## src/rtl/mux_arb_pkg.sv

```systemverilog
// Shared types for the two-source packet arbiter: FSM state encoding and
// source identifiers used as the mux select.
package mux_arb_pkg;

  typedef enum logic [1:0] {
    IDLE  = 2'd0,
    LOCK0 = 2'd1,
    LOCK1 = 2'd2
  } state_t;

  localparam logic SRC0 = 1'b0;
  localparam logic SRC1 = 1'b1;

endpackage

```

## src/rtl/mux2_w.sv

```systemverilog
// Width-parameterised 2:1 select: y = sel ? b : a.
module mux2_w #(
  parameter int WIDTH = 8
) (
  input  logic             sel,
  input  logic [WIDTH-1:0] a,
  input  logic [WIDTH-1:0] b,
  output logic [WIDTH-1:0] y
);

  assign y = sel ? b : a;

endmodule

```

## src/rtl/mux2_pkt_arbiter.sv

```systemverilog
// Round-robin packet arbiter for two valid/ready/last sources feeding one
// registered output stream; a granted source keeps the path until its last beat.
module mux2_pkt_arbiter
  import mux_arb_pkg::*;
#(
  parameter int WIDTH     = 8,
  parameter int MAX_BEATS = 16
) (
  input  logic             clk,
  input  logic             rst_n,
  input  logic             in0_valid,
  input  logic [WIDTH-1:0] in0_data,
  input  logic             in0_last,
  output logic             in0_ready,
  input  logic             in1_valid,
  input  logic [WIDTH-1:0] in1_data,
  input  logic             in1_last,
  output logic             in1_ready,
  input  logic             out_ready,
  output logic             out_valid,
  output logic [WIDTH-1:0] out_data,
  output logic             out_last,
  output logic             out_sel,
  output logic             err_trunc
);

  localparam int CW = (MAX_BEATS > 1) ? $clog2(MAX_BEATS) : 1;
  localparam logic [CW-1:0] CNT_LAST = CW'(MAX_BEATS - 1);

  state_t          state_reg, state_next;
  logic            prio_reg, prio_next;
  logic [CW-1:0]   beat_cnt_reg, beat_cnt_next;

  logic            load_en;
  logic            grant;
  logic            rdy0, rdy1;
  logic            accept;
  logic            src_last;
  logic            cnt_max;
  logic            eff_last;
  logic [WIDTH-1:0] src_data;

  assign load_en = !out_valid || out_ready;

  always_comb begin
    grant = SRC0;
    rdy0  = 1'b0;
    rdy1  = 1'b0;
    case (state_reg)
      IDLE: begin
        grant = (in0_valid && in1_valid) ? prio_reg : in1_valid;
        rdy0  = load_en && in0_valid && (grant == SRC0);
        rdy1  = load_en && in1_valid && (grant == SRC1);
      end
      LOCK0: begin
        grant = SRC0;
        rdy0  = load_en && in0_valid;
      end
      LOCK1: begin
        grant = SRC1;
        rdy1  = load_en && in1_valid;
      end
      default: begin
        grant = SRC0;
      end
    endcase
  end

  // Readies are forced low while reset is held so no source sees a handshake.
  assign in0_ready = rdy0 && rst_n;
  assign in1_ready = rdy1 && rst_n;
  assign accept    = in0_ready || in1_ready;

  mux2_w #(
    .WIDTH(WIDTH + 1)
  ) u_sel (
    .sel(grant),
    .a  ({in0_last, in0_data}),
    .b  ({in1_last, in1_data}),
    .y  ({src_last, src_data})
  );

  assign cnt_max  = (beat_cnt_reg == CNT_LAST);
  assign eff_last = src_last || cnt_max;

  always_comb begin
    state_next    = state_reg;
    prio_next     = prio_reg;
    beat_cnt_next = beat_cnt_reg;
    if (accept) begin
      if (eff_last) begin
        state_next    = IDLE;
        beat_cnt_next = '0;
        prio_next     = !grant;
      end else begin
        state_next    = (grant == SRC1) ? LOCK1 : LOCK0;
        beat_cnt_next = beat_cnt_reg + 1'b1;
      end
    end
  end

  always_ff @(posedge clk or negedge rst_n) begin
    if (!rst_n) begin
      state_reg    <= IDLE;
      prio_reg     <= 1'b0;
      beat_cnt_reg <= '0;
      out_valid    <= 1'b0;
      out_data     <= '0;
      out_last     <= 1'b0;
      out_sel      <= 1'b0;
      err_trunc    <= 1'b0;
    end else begin
      state_reg    <= state_next;
      prio_reg     <= prio_next;
      beat_cnt_reg <= beat_cnt_next;
      err_trunc    <= accept && cnt_max && !src_last;
      if (load_en) begin
        out_valid <= accept;
        if (accept) begin
          out_data <= src_data;
          out_last <= eff_last;
          out_sel  <= grant;
        end
      end
    end
  end

endmodule

```

## config.mk

```make
export PLATFORM = sky130hd
export DESIGN_NAME = mux2_pkt_arbiter
export DESIGN_NICKNAME = d
export VERILOG_FILES = /design/src/rtl/mux_arb_pkg.sv /design/src/rtl/mux2_w.sv /design/src/rtl/mux2_pkt_arbiter.sv
export SDC_FILE = /design/constraint.sdc
export NUM_CORES = 1
export LEC_CHECK = 0
export ABC_AREA = 1
export CAP_MARGIN = 20
export CORE_MARGIN = 5
export CORE_UTILIZATION = 45
export CTS_BUF_LIST = sky130_fd_sc_hd__clkbuf_8
export DETAILED_ROUTE_END_ITERATION = 16
export DONT_BUFFER_PORTS = 1
export HOLD_SLACK_MARGIN = 0.12
export PLACE_DENSITY = 0.7
export SKIP_LAST_GASP = 1
export SLEW_MARGIN = 40
export SYNTH_ARGS = -nofsm -noshare
export SYNTH_HDL_FRONTEND = slang
export SYNTH_SLANG_ARGS = --single-unit
```

## constraint.sdc

```tcl
create_clock -name clk -period 1.65 [get_ports clk]
set_input_delay 0.2475 -clock clk [delete_from_list [all_inputs] [get_ports clk]]
set_output_delay 0.2475 -clock clk [all_outputs]
set_load 0.02 [all_outputs]
```

# Word-level counts from Yosys, hierarchy flattened
# Cells that the tools add are included.
[op_classes] n_addsub=1 n_eq_ne=3 muxes=8 bitwise=1 n_reduce_logical=18
[op_table] cell="$logic_and A1 B1 Y1" n=9
[op_table] cell="$mux W9" n=1
[op_table] cell="$pmux W1 S2" n=3
[op_table] cell="$add A4 B1 Y4 const B" n=1
[op_table] cell="$eq A4 B4 Y1 const B" n=1
[op_table] cell="$mux W2" n=2
[op_table] cell="$mux W4" n=1
[op_table] cell="$reduce_and A2 Y1" n=2
[op_table] cell="$logic_not A1 Y1" n=3
[op_table] cell="$logic_or A1 B1 Y1" n=3
[op_table] cell="$eq A2 B1 Y1 const B" n=1
[op_table] cell="$eq A2 B2 Y1 const B" n=1
[op_table] cell="$logic_not A2 Y1" n=1
[op_table] cell="$mux W1" n=1
[op_table] cell="$not A1 Y1" n=1
[word_totals] register_bits=19 inputBits=23 output_inout_bits=14 elab_cells=39

# Logic depth before layout (Yosys ltp)
[depth] word_depth=9 mapped_depth=10 mapped_depth_nobuf=9

# Cells and area by module
# Synthesis repeated with hierarchy kept, for this count alone.
[hier_totals] hier_cells=135 hier_area_um2=1049.8
[by_module_without_submodules] module="mux2_pkt_arbiter" instances=1 cells_each=106 area_per_inst_um2=933.4 seq_area_each_um2=475.5
[by_module_without_submodules] module="mux2_w" instances=1 cells_each=29 area_per_inst_um2=116.4 seq_area_each_um2=0.0

# Least setup slack after synthesis
# Ideal clock, no wire load.
[synth_timing] path_type="flip-flop to flip-flop" from="register out_valid" to="register out_sel" setup_ps=119 t_arrival_ps=1173 required_time_ps=1531 path_slack_ps=359 path_stages_with_launch=10 n_path_buf=1 period_less_slack_ps=1291 path_cell_list="dfrtp_1 nand2_1 nand2_1 nor2_1 nand2_2 nand2_4 inv_6 buf_12 nand2_2 nand2_1"
[synth_between] elab_chain_len=8 elab_cells_between_ends=12 cone_classes="2 x mux; 10 x reduce/logical"
[synth_rtl] item="start: declaration" line_no="mux2_pkt_arbiter.sv:20" rtl="output logic out_valid,"
[synth_rtl] item="start signal: assignment" line_no="mux2_pkt_arbiter.sv:118" rtl="out_valid <= accept;"
[synth_rtl] item="$logic_not A1 Y1 *" line_no="mux2_pkt_arbiter.sv:43" rtl="assign load_en = !out_valid || out_ready;"
[synth_rtl] item="$logic_or A1 B1 Y1 *" line_no="mux2_pkt_arbiter.sv:43"
[synth_rtl] item="$logic_and A1 B1 Y1, on equally long branches"
[synth_rtl] item="$logic_and A1 B1 Y1, on equally long branches" line_no="mux2_pkt_arbiter.sv:52, mux2_pkt_arbiter.sv:53"
[synth_rtl] item="$pmux W1 S2" line_no="mux2_pkt_arbiter.sv:49" rtl="case (state_reg)"
[synth_rtl] item="$logic_and A1 B1 Y1, on equally long branches" line_no="mux2_pkt_arbiter.sv:70, mux2_pkt_arbiter.sv:71"
[synth_rtl] item="$logic_or A1 B1 Y1" line_no="mux2_pkt_arbiter.sv:72" rtl="assign accept = in0_ready || in1_ready;"
[synth_rtl] item="$reduce_and A2 Y1 (no line) *"
[synth_rtl] item="end signal: assignment" line_no="mux2_pkt_arbiter.sv:122" rtl="out_sel <= grant;"
[synth_rtl] item="end: declaration" line_no="mux2_pkt_arbiter.sv:23" rtl="output logic out_sel,"
# Every way passes the cells marked *; elsewhere a longest branch is shown, timed or not.
# A chain may end at the register's enable or synchronous reset.

# Worst setup path in the final report
[layout_timing] from="register out_valid" to="output port in1_ready"
[layout_between] elab_chain_len=6
[layout_rtl] item="$logic_not A1 Y1 *" line_no="mux2_pkt_arbiter.sv:43"
[layout_rtl] item="$logic_or A1 B1 Y1 *" line_no="mux2_pkt_arbiter.sv:43"
[layout_rtl] item="$logic_and A1 B1 Y1 *" line_no="mux2_pkt_arbiter.sv:53, mux2_pkt_arbiter.sv:61"
[layout_rtl] item="$logic_and A1 B1 Y1" line_no="mux2_pkt_arbiter.sv:53" rtl="rdy1 = load_en && in1_valid && (grant == SRC1);"
[layout_rtl] item="$pmux W1 S2 *" line_no="mux2_pkt_arbiter.sv:49"
[layout_rtl] item="$logic_and A1 B1 Y1 *" line_no="mux2_pkt_arbiter.sv:71" rtl="assign in1_ready = rdy1 && rst_n;"
[layout_rtl] item="end: declaration" line_no="mux2_pkt_arbiter.sv:18" rtl="output logic in1_ready,"
# Marked as above.

==> summary.md <==
| Metric | Value |
|---|---|
| Global Route Usage Sum | 0.1423 |
| Fmax | 649.2 MHz |
| Top-level port count | 37 |
| Core area | 0.002191 mm^2 |
| Min-delay worst type | input port to flip-flop |
| ANT nets after route | 0 |
| Slowest CP cell | dfrtp_1 |
| DIE AREA | 0.003348 mm^2 |
| Layout cells sized above 1 | 0.1778 |
| Cell Chain, Critical Path | nand2_1 > nand2_1 > nor2_1 > nand2_2 > inv_1 |
| Final WL | 2.181 mm |
| Hold slack final | 0.1708 ns |
| Clock latency on the worst-skew pair | 0.25 ns |
| Period utilization | 0.9336 |
| Max-slew headroom | 0.7151 |
| Status | finished clean |
| NumNets Final | 160 |
| Clock-pin slew on the worst setup and hold paths | 0.07 ns |
| Most frequent cells in the layout | nand2_1 (63), dfrtp_1 (19), inv_1 (12), nand2_2 (12), nand3_1 (5) |
| Width of the die | 57.87 um |
| Leakage power | 0.6308 nW |
| YS warnings | 0 |
| Seq/Total Area, Yosys | 0.4612 |
| Period minus WS final | 1.540 ns |
| Clock group share of total power | 0.164 |
| I/O Buffers | 0 |
| VDD IR max | 0.7940 mV |
| Placed Cells | 157 |
| Row cnt | 17 |
| RSZ-0062 raised after global routing | false |
| Cell count after synthesis | 132 |
| Die Ht | 57.87 um |
| CTS buffer count | 3 |
| Filler cells | 207 |
| Crit path kind | flip-flop to output port |
| Setup slack, reg-to-reg | 0.23 ns |
| Pin count of the biggest net entering global routing | 20 |
| Final Wtd Congestion | 0.7937 |
| Vias in the first global route | 853 |
| DRT iter0 DRCs | 22 |
| Commonest non-fill, non-tap cell in the layout | nand2_1 |
| Area added between synthesis and finish | 5.461% |
| Crit-path max FO | 4 |
| DR vias | 797 |
| Final Non-Filler Cells | 163 |
| TritonRoute pass-1 iters | 4 |
| CTS sink cnt | 19 |
| Mapped Area | 0.001031 mm^2 |
| Clk_skew | 0.003077 ns |
| CTS root buffer | clkbuf_8 |
| Crit-path max cell delay | 0.45 ns |
| Post-DP HPWL | 1.693 mm |
| Vias per Instance | 4.890 |
| Starting Density | 0.4706 |
| Max reg flops | 8 |
| Most frequent CP cell | nand2_1 |
| Clock buffer depth | 2 |
| Slew Viols, Final | 0 |
| DRC | 0 |
| H-tree levels | 1 |
| Sw Ratio | 0.4568 |
| Net Count, Synth | 156 |
| Seq pwr share | 0.502 |
| Max_cap viols | 0 |
| Combinational power share | 0.333 |
| Flops & latches, synth | 19 |
| Final hold vios | 0 |
| First-pass GRT wire length | 3.677 mm |
| Initial antenna violation count | 0 |
| Slew of the pin with the lowest slew margin | 0.4274 ns |
| Critical Path AT | 1.29 ns |
| Setup TNS | 0 ns |
| Psw | 870.0 uW |
| CP startpoint kind | flip-flop |
| CP Capture Type | output port |
| Core Util, Final | 0.4963 |
| Per-cell routed wire length | 13.38 um |
| Antenna Cells | 0 |
| Syn Area/Cell | 7.811 um^2 |
| CTS tree | yes |
| WP data required | 1.40 ns |
| Internal | 1.035 mW |
| Power Dens Cells | 1752 mW/mm^2 |
| Yosys cell types | 20 |
| Final setup fails | 0 |
| Total grt overflow | 0 |
## per-stage QoR
| stage | worst slack [ns] | cell area (um^2) | total power [mW] |
|---|---|---|---|
| global placement | 0.2508 | 1027 | 1.563 |
| global route | 0.004896 | 1087 | 2.065 |
| floorplan | 0.3585 | 1031 | 1.511 |
| detailed placement | 0.2137 | 1027 | 1.606 |
| finish | 0.1095 | 1087 | 1.905 |
| CTS | 0.08958 | 1082 | 1.939 |
## critical path, delay by kind of cell (launching register included)
family / cells / cell delay, ns
and+or+nand+nor: 4 / 0.41
DFF: 1 / 0.45
buffers and inverters: 1 / 0.17
## per-layer routing
metal | vias to the layer above | track usage | wire, um
met5 | - | 0 | 0
met4 | 0 | 0.06954 | 37
met3 | 4 | 0.06459 | 253
met2 | 30 | 0.2468 | 1118
met1 | 359 | 0.1438 | 772
li1 | 404 | - | -
## layout make-up
type,count,area [um^2],area share
Sequential cell,19,475.5,0.4373
Multi-Input combinational cell,96,459.2,0.4223
Inverter,14,57.56,0.05293
Clock buffer,3,41.29,0.03797
Tap cell,28,35.03,0.03222
Timing Repair Buffer,2,15.01,0.01381
Clock inverter,1,3.754,0.003452
## cell usage after synthesis (all sizes together)
master	count	area (um^2)
buf	3	38.79
nor2	3	13.77
o21ai	3	15.01
nand3	6	35.03
o22ai	1	6.260
inv	14	57.55
ha	1	12.51
nor3b	1	12.51
nand2	77	334.1
nand4	2	12.51
xor2	2	17.52
dfrtp	19	475.5
## final timing paths
path	cells past startpoint	from	end
worst min register to register	2	prio_reg$_DFFE_PN0P_	prio_reg$_DFFE_PN0P_
min in group asynchronous	2	rst_n	out_data[7]$_DFFE_PN0P_
worst min-delay path	3	out_ready	out_valid$_DFFE_PN0N_
max in group asynchronous	2	rst_n	state_reg[0]$_DFFE_PN0N_
worst max-delay path	5	out_valid$_DFFE_PN0N_	in1_ready
worst max register to register	8	out_valid$_DFFE_PN0N_	beat_cnt_reg[1]$_DFFE_PN0N_
## kinds of logic after synthesis
| family | count (synthesis) | share of synthesized area |
|---|---|---|
| xor+xnor | 2 | 0.01699 |
| simple gates | 89 | 0.3956 |
| buf+inv | 17 | 0.09344 |
| compound gates | 4 | 0.02063 |
| flops | 19 | 0.4612 |
| fa+ha+maj | 1 | 0.01213 |
## timing repair
| item | in CTS | in global routing |
|---|---|---|
| buffers inserted | 0 | 0 |
| endpoints found under the hold margin | 19 | 19 |
| setup endpoints to repair | 0 | 1 |
| hold buffers | 1 | 1 |
| resized for setup | 0 | 1 |
## power by group through the flow
stage          Sequential (mW)  Combinational [mW]  Clock [mW]
2_1_floorplan            0.930               0.582           0
3_3_place_gp             0.966               0.597           0
3_5_place_dp             0.969               0.638           0
4_1_cts                  0.964               0.648       0.327
5_1_grt                  0.984               0.739       0.342
6_report                 0.957               0.635       0.313
(Power assumes the default switching activity.)
